## src/rtl/cyp_sdram_arbiter_pkg.sv

```systemverilog
// Shared definitions for the SDRAM ring-buffer arbiter: FSM encodings, command
// direction constants and default burst size.
package cyp_sdram_arbiter_pkg;

  localparam int DATA_W        = 16;
  localparam int DEF_BURST_LEN = 256;

  localparam logic SD_CMD_WR = 1'b1;
  localparam logic SD_CMD_RD = 1'b0;

  typedef enum logic [2:0] {
    ST_IDLE   = 3'd0,
    ST_WR_REQ = 3'd1,
    ST_WR_DAT = 3'd2,
    ST_RD_REQ = 3'd3,
    ST_RD_DAT = 3'd4
  } arb_state_e;

  typedef enum logic {
    GNT_READ  = 1'b0,
    GNT_WRITE = 1'b1
  } grant_e;

endpackage

```

## src/rtl/cyp_sdram_arbiter_ring_ptr.sv

```systemverilog
// Ring buffer bookkeeping: write/read pointers and fill level, updated when a
// burst commits. Also reports how many words remain before each pointer wraps.
module cyp_sdram_arbiter_ring_ptr
  import cyp_sdram_arbiter_pkg::*;
#(
  parameter int ADDR_W    = 24,
  parameter int BURST_LEN = DEF_BURST_LEN
) (
  input  logic              clk_i,
  input  logic              rst_i,
  input  logic              commit_wr_i,
  input  logic              commit_rd_i,
  input  logic [ADDR_W:0]   len_i,
  output logic [ADDR_W-1:0] wr_ptr_o,
  output logic [ADDR_W-1:0] rd_ptr_o,
  output logic [ADDR_W:0]   level_o,
  output logic              full_o,
  output logic              empty_o,
  output logic [ADDR_W:0]   wr_to_wrap_o,
  output logic [ADDR_W:0]   rd_to_wrap_o
);

  localparam logic [ADDR_W:0] DEPTH = {1'b1, {ADDR_W{1'b0}}};
  localparam logic [ADDR_W:0] BL    = (ADDR_W+1)'(BURST_LEN);

  logic [ADDR_W-1:0] wr_ptr_q, wr_ptr_d;
  logic [ADDR_W-1:0] rd_ptr_q, rd_ptr_d;
  logic [ADDR_W:0]   level_q, level_d;

  // Pointer arithmetic wraps naturally at DEPTH; a full-DEPTH burst leaves the pointer unchanged.
  always_comb begin
    wr_ptr_d = wr_ptr_q;
    rd_ptr_d = rd_ptr_q;
    level_d  = level_q;
    if (commit_wr_i) begin
      wr_ptr_d = wr_ptr_q + len_i[ADDR_W-1:0];
      level_d  = level_q + len_i;
    end else if (commit_rd_i) begin
      rd_ptr_d = rd_ptr_q + len_i[ADDR_W-1:0];
      level_d  = level_q - len_i;
    end
  end

  always_ff @(posedge clk_i or posedge rst_i) begin
    if (rst_i) begin
      wr_ptr_q <= '0;
      rd_ptr_q <= '0;
      level_q  <= '0;
    end else begin
      wr_ptr_q <= wr_ptr_d;
      rd_ptr_q <= rd_ptr_d;
      level_q  <= level_d;
    end
  end

  assign wr_ptr_o     = wr_ptr_q;
  assign rd_ptr_o     = rd_ptr_q;
  assign level_o      = level_q;
  assign full_o       = (DEPTH - level_q) < BL;
  assign empty_o      = (level_q == '0);
  assign wr_to_wrap_o = DEPTH - {1'b0, wr_ptr_q};
  assign rd_to_wrap_o = DEPTH - {1'b0, rd_ptr_q};

endmodule

```

## src/rtl/cyp_sdram_arbiter.sv

```systemverilog
// Round-robin burst scheduler sharing one SDRAM user port between the EP2->ring
// write path and the ring->EP6 read path. Define ARB_FLUSH_EN to flush partial bursts.
module cyp_sdram_arbiter
  import cyp_sdram_arbiter_pkg::*;
#(
  parameter int ADDR_W    = 24,
  parameter int BURST_LEN = DEF_BURST_LEN,
  parameter int CNT_W     = 10,
  parameter int FLUSH_TMO = 1024
) (
  input  logic              sdram_clk,
  input  logic              rst,
  input  logic              sdram_init_done,
  input  logic              wr_fifo_rempty,
  input  logic [CNT_W-1:0]  wr_fifo_rd_cnt,
  output logic              wr_fifo_ren,
  input  logic [DATA_W-1:0] wr_fifo_rdata,
  input  logic [CNT_W-1:0]  rd_fifo_wr_space,
  output logic              rd_fifo_wen,
  output logic [DATA_W-1:0] rd_fifo_wdata,
  output logic              sd_cmd_req,
  input  logic              sd_cmd_ack,
  output logic              sd_cmd_wr,
  output logic [ADDR_W-1:0] sd_cmd_addr,
  output logic [ADDR_W:0]   sd_cmd_len,
  input  logic              sd_wdata_req,
  output logic [DATA_W-1:0] sd_wdata,
  input  logic              sd_rdata_vld,
  input  logic [DATA_W-1:0] sd_rdata,
  input  logic              sd_cmd_done,
  output logic [ADDR_W:0]   ring_level,
  output logic              ring_full,
  output logic              ring_empty,
  output logic              arb_busy
);

  localparam int LW = ADDR_W + 1;
  localparam int CW = (LW > CNT_W) ? LW : CNT_W;
  localparam logic [LW-1:0] DEPTH = {1'b1, {ADDR_W{1'b0}}};
  localparam logic [LW-1:0] BL    = LW'(BURST_LEN);

  if (BURST_LEN < 1 || BURST_LEN > (2 ** ADDR_W) || FLUSH_TMO < 1) begin : g_bad_param
    $error("cyp_sdram_arbiter: BURST_LEN must be 1..2**ADDR_W and FLUSH_TMO >= 1");
  end

  function automatic logic [CW-1:0] min2(input logic [CW-1:0] a, input logic [CW-1:0] b);
    return (a < b) ? a : b;
  endfunction

  arb_state_e        state_q, state_d;
  grant_e            last_gnt_q, last_gnt_d;
  logic [ADDR_W-1:0] addr_q, addr_d;
  logic [LW-1:0]     len_q, len_d;
  logic              wr_q, wr_d;
  logic [LW-1:0]     wcnt_q, wcnt_d;
  logic              commit_wr, commit_rd;

  logic [ADDR_W-1:0] wr_ptr, rd_ptr;
  logic [LW-1:0]     level, wr_to_wrap, rd_to_wrap, room;

  cyp_sdram_arbiter_ring_ptr #(
    .ADDR_W    (ADDR_W),
    .BURST_LEN (BURST_LEN)
  ) u_ring (
    .clk_i        (sdram_clk),
    .rst_i        (rst),
    .commit_wr_i  (commit_wr),
    .commit_rd_i  (commit_rd),
    .len_i        (len_q),
    .wr_ptr_o     (wr_ptr),
    .rd_ptr_o     (rd_ptr),
    .level_o      (level),
    .full_o       (ring_full),
    .empty_o      (ring_empty),
    .wr_to_wrap_o (wr_to_wrap),
    .rd_to_wrap_o (rd_to_wrap)
  );

  assign room = DEPTH - level;

  logic [CW-1:0] wr_avail, rd_avail, wlen, rlen;
  logic          wr_full_elig, rd_full_elig, wr_elig, rd_elig;
  logic          can_gnt, gnt_wr, gnt_rd;

  // The empty flag overrides a stale nonzero occupancy count.
  assign wr_avail     = wr_fifo_rempty ? '0 : min2(CW'(wr_fifo_rd_cnt), CW'(room));
  assign rd_avail     = min2(CW'(level), CW'(rd_fifo_wr_space));
  assign wlen         = min2(min2(wr_avail, CW'(BL)), CW'(wr_to_wrap));
  assign rlen         = min2(min2(rd_avail, CW'(BL)), CW'(rd_to_wrap));
  assign wr_full_elig = !wr_fifo_rempty && (CW'(wr_fifo_rd_cnt) >= CW'(BL)) && (room >= BL);
  assign rd_full_elig = (level >= BL) && (CW'(rd_fifo_wr_space) >= CW'(BL));

`ifdef ARB_FLUSH_EN
  localparam int TW = $clog2(FLUSH_TMO + 1);
  localparam logic [TW-1:0] TMO = TW'(FLUSH_TMO);

  logic [TW-1:0] wtmr_q, rtmr_q;
  logic          wr_hold, rd_hold;

  assign wr_hold = !wr_fifo_rempty;
  assign rd_hold = (level != '0);
  assign wr_elig = wr_full_elig || (wtmr_q == TMO && wr_avail != '0);
  assign rd_elig = rd_full_elig || (rtmr_q == TMO && rd_avail != '0);

  // Timers age only while idle with data stuck below a full burst; they saturate at TMO.
  always_ff @(posedge sdram_clk or posedge rst) begin
    if (rst) begin
      wtmr_q <= '0;
      rtmr_q <= '0;
    end else begin
      if (gnt_wr) wtmr_q <= '0;
      else if (state_q == ST_IDLE) begin
        if (!wr_hold || wr_full_elig) wtmr_q <= '0;
        else if (wtmr_q != TMO)       wtmr_q <= wtmr_q + 1'b1;
      end
      if (gnt_rd) rtmr_q <= '0;
      else if (state_q == ST_IDLE) begin
        if (!rd_hold || rd_full_elig) rtmr_q <= '0;
        else if (rtmr_q != TMO)       rtmr_q <= rtmr_q + 1'b1;
      end
    end
  end
`else
  assign wr_elig = wr_full_elig;
  assign rd_elig = rd_full_elig;
`endif

  assign can_gnt = (state_q == ST_IDLE) && sdram_init_done;
  assign gnt_wr  = can_gnt && wr_elig && (!rd_elig || last_gnt_q == GNT_READ);
  assign gnt_rd  = can_gnt && rd_elig && !gnt_wr;

  assign wr_fifo_ren = (state_q == ST_WR_DAT) && sd_wdata_req && (wcnt_q != len_q);

  always_comb begin
    state_d    = state_q;
    last_gnt_d = last_gnt_q;
    addr_d     = addr_q;
    len_d      = len_q;
    wr_d       = wr_q;
    wcnt_d     = wcnt_q;
    commit_wr  = 1'b0;
    commit_rd  = 1'b0;
    unique case (state_q)
      ST_IDLE: begin
        if (gnt_wr) begin
          state_d    = ST_WR_REQ;
          last_gnt_d = GNT_WRITE;
          addr_d     = wr_ptr;
          len_d      = LW'(wlen);
          wr_d       = SD_CMD_WR;
          wcnt_d     = '0;
        end else if (gnt_rd) begin
          state_d    = ST_RD_REQ;
          last_gnt_d = GNT_READ;
          addr_d     = rd_ptr;
          len_d      = LW'(rlen);
          wr_d       = SD_CMD_RD;
        end
      end
      ST_WR_REQ: if (sd_cmd_ack) state_d = ST_WR_DAT;
      ST_RD_REQ: if (sd_cmd_ack) state_d = ST_RD_DAT;
      ST_WR_DAT: begin
        if (wr_fifo_ren) wcnt_d = wcnt_q + 1'b1;
        if (sd_cmd_done) begin
          state_d   = ST_IDLE;
          commit_wr = 1'b1;
        end
      end
      ST_RD_DAT: begin
        if (sd_cmd_done) begin
          state_d   = ST_IDLE;
          commit_rd = 1'b1;
        end
      end
      default: state_d = ST_IDLE;
    endcase
  end

  always_ff @(posedge sdram_clk or posedge rst) begin
    if (rst) begin
      state_q    <= ST_IDLE;
      last_gnt_q <= GNT_READ;
      addr_q     <= '0;
      len_q      <= '0;
      wr_q       <= 1'b0;
      wcnt_q     <= '0;
    end else begin
      state_q    <= state_d;
      last_gnt_q <= last_gnt_d;
      addr_q     <= addr_d;
      len_q      <= len_d;
      wr_q       <= wr_d;
      wcnt_q     <= wcnt_d;
    end
  end

  assign sd_cmd_req    = (state_q == ST_WR_REQ) || (state_q == ST_RD_REQ);
  assign sd_cmd_wr     = wr_q;
  assign sd_cmd_addr   = addr_q;
  assign sd_cmd_len    = len_q;
  assign sd_wdata      = wr_fifo_rdata;
  assign rd_fifo_wen   = (state_q == ST_RD_DAT) && sd_rdata_vld;
  assign rd_fifo_wdata = rd_fifo_wen ? sd_rdata : '0;
  assign ring_level    = level;
  assign arb_busy      = (state_q != ST_IDLE);

endmodule

```

## config.mk

```make
export PLATFORM = sky130hd
export DESIGN_NAME = cyp_sdram_arbiter
export DESIGN_NICKNAME = d
export VERILOG_FILES = /design/src/rtl/cyp_sdram_arbiter_pkg.sv /design/src/rtl/cyp_sdram_arbiter_ring_ptr.sv /design/src/rtl/cyp_sdram_arbiter.sv
export SDC_FILE = /design/constraint.sdc
export NUM_CORES = 1
export LEC_CHECK = 0
export ABC_AREA = 1
export BUFFER_PORTS_ARGS = -buffer_cell sky130_fd_sc_hd__buf_2
export CORE_MARGIN = 1.5
export CORE_UTILIZATION = 30
export CTS_BUF_LIST = sky130_fd_sc_hd__clkbuf_4
export CTS_CLUSTER_SIZE = 30
export DETAILED_ROUTE_END_ITERATION = 10
export HOLD_SLACK_MARGIN = 0.12
export SKIP_LAST_GASP = 1
export SLEW_MARGIN = 20
export SYNTH_ARGS = -nofsm -noshare
export SYNTH_HDL_FRONTEND = slang
export SYNTH_SLANG_ARGS = --single-unit
```

## constraint.sdc

```tcl
create_clock -name sdram_clk -period 5.24 [get_ports sdram_clk]
set_clock_uncertainty 0.05 [all_clocks]
set_input_delay 0.524 -clock sdram_clk [delete_from_list [all_inputs] [get_ports sdram_clk]]
set_output_delay 0.524 -clock sdram_clk [all_outputs]
set_load 0.05 [all_outputs]
```

==> metrics.md, run 1 <==
| Metric | Value |
|---|---|
| Largest net degree at the start of global routing | 75 |
| Initial DRC Count | approximately 1k |
| Initial antenna violation count | 1 |
| DR vias | 14.52k |
| Peak Freq | 205.5 MHz |
| Critical Path Fanout Max | 25 |
| Starting Density | 30.43% |
| Filler cells | about 5.2k |
| Detailed-route wire length | around 47 mm |
| Ys async rst share | 100.0% |
| DRC errors left | 0 |
| Fin. Hold Viols | 0 |
| Cell variety after synth | 57 |
| Hpwl dp | approximately 38 mm |
| Final nets | between 2k and 2.5k |
| Final Max Tran Viols | 0 |
| TritonCTS clock tree | built |
| Root Buffer | clkbuf_4 |
| Vias in the first global route | 13.71k |
| Cells after Synth | 2131 |
| Multi-input gate area | 9590 um^2 |
| Synth Flop Type | dfrtp_1 |
| Global Route Usage Sum | 18.91% |
| First-pass GRT wire length | 74.39 mm |
| Seq/Total Area, Yosys | 26.01% |
| Yosys warnings | 0 |
| FP Rows | 80 |
| Grt ovf | 0 |
| I/O pin total | 173 |
| Post-DRT Antenna Nets | 0 |
| Slew margin rel. | 36.20% |
| Clock Latency Late Sink | 0.67 ns |
| Die Height | 223.1 um |
| Period utilisation layout | around 93% |
| Synth Register Bits | 151 |
| Layout area overhead | 12.30% |
| Critical path type | reg2reg |
| CP required | ~5.7 ns |
| Max Cap Viol | 0 |
| Fin Setup TNS | 0 ns |
| Avg Synthesized Cell Area | 6.818 um^2 |
| Clock tree buffer depth | 2 |
| HP Class | in2reg |
| Worst slew pin tran | roughly 0.96 ns |
| Crit path DAT | 5.37 ns |
| Die area | approximately 50000 um^2 |
| Synthesized area | 14530 um^2 |
| IO buf count | 140 |
| Ratio of cells with drive above 1 in the final layout | 11.57% |
| Post-CTS Setup Repair Bufs | 0 |
| Final Wtd Congestion | 0.9147 |
| Core ar. | 47750 um^2 |
| Area occupied by registers | 3781 um^2 |
| Clock Sinks | ~150 |
| Num CTS Buffers | 17 |
| Tmin final | slightly below 5 ns |
| Die Wd | 223.1 um |
| Crit start category | flip-flop |
| CTS H-tree depth | 4 |
| Drt first pass iters | 5 |
| Setup-failing EPs final | 0 |
| Clk slew on worst S/H paths | 0.15 ns |
| Post-synth EDFFs | 0 |
| RSZ-0062 raised after global routing | false |
| CP endpoint kind | flip-flop |
| Vias per Instance | 4.996 |
| DR WL/cell | 16.22 um |
| Status | finished, final reports clean |
==> worst max-delay path: stages, from the launching register on <==
cell      delay [ns]
dfrtp_2         0.53
inv_4           0.16
ha_2            0.28
nand2_1         0.15
nor2_2          0.28
xor2_1          0.22
ha_1            0.27
nand2_1         0.07
nor2_1          0.04
nand3_1         0.07
nand3_1         0.09
nand2_1         0.07
nand2_1         0.10
nand2_4         0.15
nand2_2         0.07
nand3_2         0.08
nand2_1         0.18
nor3_1          0.29
ha_1            0.30
a21oi_1         0.13
nor2_1          0.05
a211oi_1        0.22
o221a_2         0.24
nand2_1         0.11
nand2_2         0.10
nand2_4         0.18
nand3b_1        0.15
a21oi_1         0.08
==> through the flow <==
stage / cell area, um^2 / hold slack (ns) / util [%] / cells / worst slack (ns)
floorplan: 14650 / 0.4242 / - / 2162 / 0.6013
global route: 16310 / 0.3032 / 34.17 / 2906 / 0.05280
detailed placement: 15910 / 0.4275 / 33.32 / 2871 / 0.2330
CTS: 16280 / 0.2574 / 34.10 / 2905 / 0.1793
finish: 16320 / 0.2951 / 34.17 / 2907 / 0.3736
global placement: 15910 / 0.4192 / 33.32 / 2871 / 0.3111
==> final timing paths <==
check,cells after the start,startpoint,slack (ns),to
max in group asynchronous,4,rst,3.56,sd_cmd_len[22]
hold / removal,3,sd_cmd_done,0.30,state_q[1]
setup / recovery,27,u_ring.level_o[0],0.37,sd_cmd_len[22]
min in group asynchronous,3,rst,0.47,sd_cmd_addr[20]
hold reg to reg,2,sd_cmd_addr[11],0.46,sd_cmd_addr[11]
setup reg to reg,27,u_ring.level_o[0],0.37,sd_cmd_len[22]
==> metal layers <==
layer | part of all wire [%] | vias up | GRT usage (%)
met1 | 47 | 6743 | 25.22
met2 | 46 | 408 | 31.33
met5 | 0 | - | 0
li1 | - | 7293 | -
met3 | 4.8 | 80 | 2.858
met4 | 2.5 | 0 | 5.947
==> flip-flops by register name, indices dropped and copies added (netlist names) <==
register         count
wcnt_q              25
u_ring.level_o      25
sd_cmd_len          25
state_q              3
sd_cmd_addr         24
u_ring.rd_ptr_o     24
sd_cmd_wr            1
u_ring.wr_ptr_o     24
==> cell usage in the layout (no fill, tap or decap), types with 7 or more instances in the layout <==
cell and count:
nor2_2 15, nand3b_1 15, ha_1 137, dfrtp_1 149, nand4_1 38, o21ai_1 14, inv_1 252, nor3_1 28
nand2_1 451, nand2_2 7, or2_2 24, a31oi_1 17, nor2_1 251, buf_4 15, xnor2_1 47, nand3_1 128
a21o_1 7, a211oi_1 10, clkbuf_4 17, buf_2 140, xor2_1 81, o221ai_1 9, nor4_1 8, a21oi_1 146
o21ai_0 160, conb_1 32
==> cell usage after synthesis, drive strengths merged, types with 2 or more instances <==
library cell	count	area share, %
a211oi	12	0.62
a21boi	2	0.10
a21o	7	0.36
a21oi	147	5.1
a31oi	17	0.73
and2	3	0.15
buf	31	1.5
clkbuf	30	0.78
dfrtp	151	26
fa	3	0.41
ha	138	12
inv	259	6.7
nand2	462	12
nand3	130	4.5
nand3b	15	0.78
nand4	38	1.6
nor2	270	7.4
nor3	33	1.3
nor3b	6	0.31
nor4	10	0.58
o21a	4	0.21
o21ai	174	6.0
o21bai	5	0.26
o221ai	9	0.54
o22ai	5	0.22
o31ai	3	0.16
or2	25	1.1
or3	2	0.086
xnor2	47	2.8
xor2	82	4.9
==> what timing repair did <==
item	in CTS	in global routing
resized for setup	0	8
endpoints found under the setup margin	0	25
hold endpoints to repair	73	0
hold buffers	2	0
==> kinds of logic (layout without fill, tap and decap cells) <==
| kind of cell | after synthesis | after routing | share of synthesized area [%] |
|---|---|---|---|
| buffers and inverters | 321 | 449 | 8.991 |
| and+or+nand+nor | 996 | 996 | 30.19 |
| AOI/OAI and AO/OA | 392 | 392 | 14.71 |
| adders and majority gates | 141 | 141 | 12.30 |
| other | 1 | 34 | 0.02581 |
| DFF | 151 | 151 | 26.01 |
| xor gates and xnor gates | 129 | 129 | 7.776 |
==> layout make-up <==
class,instances,share of cell area [%]
antenna,2,0.03067
clock buffer,17,0.7822
clock inverter,15,1.380
inverter,260,6.028
multi-input combinational,1690,58.78
sequential,151,23.17
tap,615,4.716
timing repair buffer,157,5.107
Power of run 1 is left out: the tool's default activity adds up to more than one toggle a clock period on the data nets, which glitch-free logic cannot reach.
==> run 2, diff against run 1 <==
Settings changed: PLACE_DENSITY_LB_ADDON set to 0.12.
==> run 2 against run 1 <==
Compared with the run above:
- core utilization rose by 0.13 points
- cell count grew 0.48%
- die area did not move
- critical endpoint is now sd_cmd_len[5]
- highest routed layer unchanged
- flip-flop and latch count unchanged
- routed wire length up 9.7%
- largest cell class unchanged
==> metrics.md, run 2 (synthesis gave the netlist of run 1 again) <==
| Metric | Value |
|---|---|
| Pwr/cell area | 764.0 nW/um^2 |
| Worst Setup SP | u_ring.level_o[0] |
| Global Route Usage Sum | 20.82% |
| Crit path DAT | 5.50 ns |
| Critical path type | reg2reg |
| PnR worst setup slack | 0.3589 ns |
| Vias in the first global route | 13.81k |
| Peak VDD IR | between 200 and 300 uV |
| RSZ-0062 raised after global routing | false |
| Vias per Instance | between 4 and 5 |
| Dpl cells | 2885 |
| CTS H-tree depth | 4 |
| DR vias | 14.44k |
| Die area | 49760 um^2 |
| Detailed-route wire length | 51.72 mm |
| Core ar. | 47750 um^2 |
| Largest net degree at the start of global routing | 61 |
| Layout area overhead | 12.73% |
| Starting Density | a little under a third |
| DR WL/cell | 17.71 um |
| Num CTS Buffers | 17 |
| Setup-failing EPs final | 0 |
| Final Max Tran Viols | 0 |
| Layout Cells excl Fill | around 2.9k |
| Final Instance Area | 16380 um^2 |
| Clock tree buffer depth | 2 |
| Area occupied by registers | 3780 um^2 |
| Final nets | 2493 |
| Critical Path Fanout Max | 25 |
| Clock Latency Late Sink | roughly 0.74 ns |
| HP Class | in2reg |
| Die Height | about 220 um |
| Fin Setup TNS | 0 ns |
| CP required | just under 6 ns |
| Peak Freq | 204.9 MHz |
| Hpwl dp | ~41 mm |
| Drt first pass iters | 7 |
| Final Wtd Congestion | 0.8668 |
| Tmin final | between 4 and 5 ns |
| Commonest non-fill, non-tap cell in the layout | nand2_1 |
| DRC errors left | 0 |
| Period utilisation layout | 93.15% |
| Clock Sinks | 151 |
| Fin. Hold Viols | 0 |
| FP Rows | 80 |
| Total power | between 10 and 15 mW |
| Die Wd | 223.1 um |
| Reg power frac | about a fifth |
| P_leak | 8.261 nW |
| WHS | approximately 0.32 ns |
| Crit start category | flip-flop |
| WL met2 | 23.90 mm |
| Max Cap Viol | 0 |
| Most frequent cells in the layout | nand2_1, inv_1, nor2_1 |
| First-pass GRT wire length | about 80 mm |
| Clk slew on worst S/H paths | 0.15 ns |
| CP endpoint kind | flip-flop |
| Root Buffer | clkbuf_4 |
| Routed length on met3 | 2.472 mm |
| Status | finished, final reports clean |
| Placed cell area | around 16000 um^2 |
| Sw Share | 59.33% |
| Clock share of power | 6.9% |
| Worst slack, placed | -0.05992 ns |
| Net switching power | 7.425 mW |
| Combinational power share | 72.0% |
| Worst slew pin tran | about 1.0 ns |
| Multi-input gate area | 9593 um^2 |
| Slew margin rel. | 32.64% |
| Initial DRC Count | about 900 |
| Grt ovf | 0 |
| Filler cells | around 5.2k |
| Core Util, Final | 34.30% |
| Hold path startpoint | sdram_init_done |
| Internal power | around 5.1 mW |
| Post-DRT Antenna Nets | 0 |
| Initial antenna violation count | 3 |
| IO buf count | 140 |
| RR Startpoint | u_ring.level_o[0] |
| TritonCTS clock tree | built |
| I/O pin total | roughly 170 |
| Ratio of cells with drive above 1 in the final layout | 11.99% |
| DRT met1 WL | 24.32 mm |
| Top Metal Used | met4 |
-- run 2: cell types whose count changed in the layout (fill, tap and decap cells not counted), sizes merged --
cell / before / now
diode: 2 / 4
buf: 155 / 169
dlygate4sd3: 2 / 3
clkbuf: 17 / 18
inv: 261 / 259
clkinvlp: 2 / 1
bufinv: 5 / 4
-- run 2: worst max-delay path: stages, from the launching register on --
cell and delay (ns):
dfrtp_2 0.50, inv_4 0.15, ha_2 0.28, nand2_2 0.17
xor2_1 0.29, ha_1 0.29, nand2_1 0.06, inv_1 0.04
nand2_1 0.05, nand2_1 0.09, nand3_1 0.10, nand3_1 0.11
nand2_1 0.08, nand2_1 0.10, nand2_4 0.16, nand2_2 0.06
nand3_2 0.13, nand2_2 0.16, a211oi_1 0.46, ha_1 0.24
nand4_1 0.13, o221a_2 0.26, nand2_1 0.18, nand2_2 0.09
nand2_4 0.28, nand3_1 0.13, a21oi_1 0.17
-- run 2: power groups by stage --
stage          combinational (mW)  clock, mW  sequential, mW
2_1_floorplan                5.80          0            3.28
3_3_place_gp                 8.92          0            2.68
3_5_place_dp                 8.98          0            2.67
4_1_cts                      9.02      0.908            2.65
5_1_grt                      10.1      0.944            2.73
6_report                     9.01      0.862            2.64
-- run 2: timing repair --
action | in CTS | in global routing
gates resized for setup | 2 | 7
hold endpoints to repair | 59 | 0
endpoints found under the setup margin | 22 | 25
cloned | 0 | 0
buffers inserted | 0 | 0
hold buffers | 3 | 0
-- run 2: path summary, 6_finish.rpt --
check | to | slack, ns | cells past startpoint
worst max-delay path | sd_cmd_len[5] | 0.36 | 26
worst min-delay path | sd_cmd_wr | 0.32 | 4
worst max register to register | sd_cmd_len[5] | 0.36 | 26
worst min register to register | sd_cmd_addr[14] | 0.45 | 2
max in group asynchronous | sd_cmd_addr[0] | 3.60 | 4
min in group asynchronous | wcnt_q[15] | 0.38 | 3
-- run 2: cell type report --
class,count,share of cell area [%]
inverters,260,6.005
diodes,4,0.06112
repair buffers,172,5.791
multi-input cells,1690,58.57
well taps,615,4.698
clock inverters,11,0.9702
flip-flops and latches,151,23.08
clock buffers,18,0.8251
-- run 2: metal layers --
| layer | global-route usage, % | vias up |
|---|---|---|
| met5 | 0 | - |
| met4 | 5.815 | 0 |
| met3 | 3.832 | 52 |
| met2 | 34.19 | 364 |
| met1 | 27.88 | 6699 |
| li1 | - | 7328 |
(Power assumes the default switching activity.)
